==> config.mk <==
export PLATFORM = sky130hd
export DESIGN_NAME = int_ctrl
export DESIGN_NICKNAME = d
export VERILOG_FILES = /design/src/rtl/int_ctrl.sv
export SDC_FILE = /design/constraint.sdc
export NUM_CORES = 1
export LEC_CHECK = 0
export ABC_AREA = 1
export BUFFER_PORTS_ARGS = -buffer_cell sky130_fd_sc_hd__buf_2
export CORE_UTILIZATION = 45
export DETAILED_ROUTE_END_ITERATION = 12
export PLACE_DENSITY = 0.76
export REMOVE_ABC_BUFFERS = 1
export SETUP_SLACK_MARGIN = 0.1
export SLEW_MARGIN = 15
export SYNTH_ARGS = -nofsm -noshare
export SYNTH_HDL_FRONTEND = slang
export SYNTH_SLANG_ARGS = --single-unit
==> constraint.sdc <==
create_clock -name CLK -period 1.8 [get_ports CLK]
set_clock_uncertainty 0.05 [all_clocks]
set_input_delay 0.36 -clock CLK [delete_from_list [all_inputs] [get_ports CLK]]
set_output_delay 0.36 -clock CLK [all_outputs]
set_load 0.02 [all_outputs]
==> src/rtl/int_ctrl.sv <==
// Interrupt/exception initiator: latches IRQ edges and soft INTs, arbitrates by fixed
// priority, drives the hazard unit's interception window, issues the vector and sequences ERET.
module int_ctrl #(
  parameter int          NSRC      = 4,
  parameter logic [15:0] VEC_BASE  = 16'h0008,
  parameter int          FLUSH_CYC = 3
) (
  input  logic            CLK,
  input  logic            RST,
  input  logic [NSRC-1:0] irq_i,
  input  logic            mask_we_i,
  input  logic [NSRC-1:0] mask_i,
  input  logic            soft_int_i,
  input  logic [2:0]      soft_code_i,
  input  logic            eret_i,
  output logic            interception_o,
  output logic            vec_valid_o,
  output logic [15:0]     vec_pc_o,
  output logic            ret_o,
  output logic [3:0]      cause_o,
  output logic            in_service_o,
  output logic [NSRC-1:0] pending_o,
  output logic            overrun_o,
  output logic [1:0]      dbg_state_o
);

  localparam int CW = (FLUSH_CYC > 1) ? $clog2(FLUSH_CYC) : 1;

  typedef enum logic [1:0] {
    S_IDLE    = 2'd0,
    S_FLUSH   = 2'd1,
    S_VECTOR  = 2'd2,
    S_SERVICE = 2'd3
  } state_t;

  state_t          state_q;
  logic [CW-1:0]   cnt_q;
  logic [NSRC-1:0] irq_d_q;
  logic [NSRC-1:0] pending_q, pending_d;
  logic [NSRC-1:0] mask_q;
  logic [3:0]      cause_q;
  logic [15:0]     vec_pc_q;
  logic            interception_q;
  logic            vec_valid_q;
  logic            ret_q;
  logic            in_service_q;
  logic            overrun_q;

  logic [NSRC-1:0] rise;
  logic [NSRC-1:0] enabled;
  logic [NSRC-1:0] clr;
  logic            hw_req;
  logic [2:0]      hw_idx;
  logic [15:0]     vec_pc_d;

  assign rise     = irq_i & ~irq_d_q;
  assign enabled  = pending_q & mask_q;
  assign hw_req   = |enabled;
  assign vec_pc_d = VEC_BASE + {10'b0, cause_q, 2'b00};

  // Scan from the top so the lowest enabled index is the one left standing.
  always_comb begin
    hw_idx = '0;
    for (int k = NSRC - 1; k >= 0; k--) begin
      if (enabled[k]) hw_idx = 3'(k);
    end
  end

  always_comb begin
    clr = '0;
    if (state_q == S_VECTOR && !cause_q[3]) begin
      for (int k = 0; k < NSRC; k++) begin
        if (cause_q[2:0] == 3'(k)) clr[k] = 1'b1;
      end
    end
  end

  // A fresh edge wins over the clear of the source being vectored.
  assign pending_d = (pending_q & ~clr) | rise;

  always_ff @(posedge CLK or negedge RST) begin
    if (!RST) begin
      irq_d_q   <= '0;
      pending_q <= '0;
      mask_q    <= '1;
    end else begin
      irq_d_q   <= irq_i;
      pending_q <= pending_d;
      if (mask_we_i) mask_q <= mask_i;
    end
  end

  always_ff @(posedge CLK or negedge RST) begin
    if (!RST) begin
      state_q        <= S_IDLE;
      cnt_q          <= '0;
      cause_q        <= '0;
      vec_pc_q       <= '0;
      interception_q <= 1'b0;
      vec_valid_q    <= 1'b0;
      ret_q          <= 1'b0;
      in_service_q   <= 1'b0;
      overrun_q      <= 1'b0;
    end else begin
      vec_valid_q <= 1'b0;
      ret_q       <= 1'b0;
      if (soft_int_i && state_q != S_IDLE) overrun_q <= 1'b1;
      case (state_q)
        S_IDLE: begin
          if (soft_int_i) begin
            cause_q        <= {1'b1, soft_code_i};
            cnt_q          <= CW'(FLUSH_CYC - 1);
            interception_q <= 1'b1;
            state_q        <= S_FLUSH;
          end else if (hw_req) begin
            cause_q        <= {1'b0, hw_idx};
            cnt_q          <= CW'(FLUSH_CYC - 1);
            interception_q <= 1'b1;
            state_q        <= S_FLUSH;
          end
        end
        S_FLUSH: begin
          if (cnt_q != '0) begin
            cnt_q <= cnt_q - 1'b1;
          end else begin
            interception_q <= 1'b0;
            vec_valid_q    <= 1'b1;
            vec_pc_q       <= vec_pc_d;
            state_q        <= S_VECTOR;
          end
        end
        S_VECTOR: begin
          in_service_q <= 1'b1;
          state_q      <= S_SERVICE;
        end
        S_SERVICE: begin
          if (eret_i) begin
            in_service_q <= 1'b0;
            ret_q        <= 1'b1;
            state_q      <= S_IDLE;
          end
        end
        default: begin
          interception_q <= 1'b0;
          in_service_q   <= 1'b0;
          state_q        <= S_IDLE;
        end
      endcase
    end
  end

  assign interception_o = interception_q;
  assign vec_valid_o    = vec_valid_q;
  assign vec_pc_o       = vec_pc_q;
  assign ret_o          = ret_q;
  assign cause_o        = cause_q;
  assign in_service_o   = in_service_q;
  assign pending_o      = pending_q;
  assign overrun_o      = overrun_q;
  assign dbg_state_o    = state_q;

endmodule

==> reports/metrics.csv <==
stage;metric;value;unit
run_status;status;finished clean;
route;Post-DRT Antenna Nets;0;
floorplanning;Die ar.;3500;µm²
logic_synthesis;post-synthesis instance total;165;
finish;area grow syn2layout;16.7;%
worst_setup_path;internal reg-to-reg setup slack;0.31;ns
finish;most common cell after layout, fill and taps aside;nand2_1;
route;drt pass-1 iters;4;
route;via-per-instance ratio;4.44;
finish;share of cells above drive strength 1;30.9;%
worst_setup_path;R2R depth;7;
floorplanning;Die Height;59.2;µm
timing;fmax;671;MHz
placement;number of I/O port buffers;35;
route;via count;1115;
global_route;GR Overflow Total;0;
hold_path;Hold/Removal Path Class;primary input to async pin;
placement;routability cong.;0.805;
power_and_ir_drop;Pint;1.51;mW
route;Iter 0 DRT Violations;60;
route;Metal-1 WL;1.25;mm
timing;period utilization;82.8;%
timing;Max transition margin;57.5;%
power_and_ir_drop;sw power;1.16;mW
worst_setup_path;CP startpoint;dbg_state_o[0];
timing;Period minus WS final;1.49;ns
logic_synthesis;sequential share of the synthesized area;51.4;%
cts;clock sink total;30;
worst_setup_path;R2R Path End;pending_o[3];
cts;Clk pin slew, worst setup/hold paths;0.09;ns
cts;CTS root buf;clkbuf_4;
finish;commonest non-fill, non-tap cells in the layout;49 x nand2_1, 35 x buf_2, 26 x dfrtp_1;
floorplanning;FP Rows;20;
power_and_ir_drop;Pwr Density;1560;nW/µm²
timing;final setup vio count;0;
power_and_ir_drop;peak supply drop;700;µV
logic_synthesis;#FFs+latches synth;30;
worst_setup_path;Max FO, Critical Path;5;
timing;TNS Setup;0;ns
global_route;vias in the first global route;1020;
floorplanning;I/O Pins;47;
worst_setup_path;Worst Setup Start Kind;flip-flop;
power_and_ir_drop;Clk pwr share;15.1;%
cts;worst skew pair latency;0.32;ns
floorplanning;Core ar.;3080;µm²
finish;Fillers;312;
floorplanning;Die X;59.2;µm
logic_synthesis;synthesized cell area;1470;µm²
route;final wirelength;2.56;mm
global_route;largest net degree at the start of global routing;31;
worst_setup_path;WP data arrival;1.64;ns
cts;clock buffer depth;2;
worst_setup_path;CP Capture Type;flip-flop;
worst_setup_path;kind of critical path;flip-flop to flip-flop;
cts;cts repair resizes;0;
cts;H-tree levels;2;
worst_setup_path;Setup crit end;pending_o[3];
power_and_ir_drop;total power;2.67;mW
global_route;Total Routing Usage GR;17.5;%
route;routed wire length per instance;10.2;µm
power_and_ir_drop;combinational share of power;45.7;%
power_and_ir_drop;Switching Fraction;43.3;%
logic_synthesis;YS warnings;0;
floorplanning;initial core utilization;47.8;%
timing;final hold violation count;0;
cts;CTS buffer count;5;
placement;DP Area;1650;µm²
cts;CTS tree;yes;
global_route;first-pass GRT wire length;4.36;mm
timing;Slew Limit Fails;0;
run;max-capacitance violation count;0;
logic_synthesis;Unique masters post-synth;22;
placement;HPWL Detailed;1.98;mm
worst_setup_path;Req. time, crit path;1.95;ns
route;uppermost layer routed;met4;
route;DRC viols;0;
finish;Layout Nets;229;
finish;post-route cell area;1720;µm²
power_and_ir_drop;sequential power share;39.2;%
finish;diode count;0;
logic_synthesis;syn_area_per_cell;8.91;µm²
power_and_ir_drop;Leak;0.936;nW
route;WL met3;147;µm
timing;RSZ-0062 raised after global routing;no;
global_route;initial antenna violation count;0;
route;met2 wire length;1.13;mm
worst_setup_path;FF-to-FF Start;dbg_state_o[0];
timing;worst slew pin tran;0.638;ns
## registers in the layout (all words and copies together) (netlist names)
signal,flops
overrun_o,1
ret_o,1
irq_d_q,4
cnt_q,2
cause_o,4
mask_q,4
in_service_o,1
pending_o,4
dbg_state_o,2
interception_o,1
vec_pc_o,5
vec_valid_o,1
## power groups by stage
stage,registers (mW),logic (mW),clock network (mW)
floorplan,1.23,0.676,0
global placement,1.05,1.18,0
detailed placement,1.06,1.21,0
CTS,1.05,1.21,0.425
global route,1.07,1.39,0.457
finish,1.05,1.22,0.404
## worst min-delay path by stage
stage / from / end / slack [ns]
after floorplan: RST / cause_o[0] / 0.01
after global placement: irq_d_q[1] / pending_o[1] / 0.35
after detailed placement: irq_d_q[0] / pending_o[0] / 0.36
after CTS: RST / irq_d_q[3] / 0.01
after global routing: RST / pending_o[2] / 0.03
final: RST / irq_d_q[3] / 0.003
## cells by family (layout without fill, tap and decap cells)
logic type | count (synthesis) | count (layout) | synth area share, %
and+or+nand+nor | 71 | 71 | 20.5
buffers and inverters | 33 | 65 | 11.5
DFF | 30 | 30 | 51.4
AOI/OAI and AO/OA | 18 | 18 | 6.72
adders and majority gates | 7 | 7 | 5.96
muxes | 4 | 4 | 3.06
other | 1 | 11 | 0.255
xor gates and xnor gates | 1 | 1 | 0.596
## cell usage after synthesis
master	count	share of area, %
o21bai_1	1	0.51
o21ai_2	1	0.60
conb_1	1	0.26
nor2_2	4	1.7
o21ai_0	11	3.7
o21ai_1	1	0.34
nor2_1	6	1.5
o21a_1	1	0.51
or2_2	1	0.43
dfstp_2	4	7.1
xnor2_1	1	0.60
nand2_1	49	13
buf_4	12	6.1
nand3_1	7	2.4
dfrtp_1	26	44
inv_2	3	0.77
nand2_2	3	1.3
a21oi_1	3	1.0
inv_1	18	4.6
ha_1	7	6.0
mux2_2	4	3.1
nand3_2	1	0.68
## routing by layer
layer	vias to the layer above	global-route usage, %
met4	0	7.14
met3	4	6.99
met2	36	27.3
li1	574	-
met1	501	21.8
met5	-	0
## layout make-up
class,instances,area (µm²),share of cell area (%)
clock inverters,1,5.00,0.292
inverters,21,78.8,4.60
clock buffers,7,55.1,3.21
multi-input cells,112,583,34.0
flip-flops and latches,30,756,44.1
repair buffers,36,183,10.6
well taps,44,55.1,3.21
## critical path, cell delays in order (launching register included)
cell and delay [ns]:
dfrtp_1 0.44, inv_1 0.12, ha_1 0.19, inv_1 0.04, nor2_1 0.13, nand3_1 0.10, o21ai_0 0.19, o21ai_0 0.11
## through the flow
stage	worst slack (ns)	hold WS [ns]	util [%]	instances
2_1_floorplan	0.325	0.0144	-	163
3_3_place_gp	0.323	0.353	53.5	242
3_5_place_dp	0.287	0.358	53.5	242
4_1_cts	0.286	0.00964	55.5	250
5_1_grt	0.109	0.0257	55.7	251
6_report	0.309	0.00316	55.7	251
## what timing repair did
| item | CTS | global route |
|---|---|---|
| endpoints found under the setup margin | 0 | 1 |
| hold buffers | 0 | 0 |
| buffers inserted | 0 | 1 |
Power figures use the tool's default switching activity.
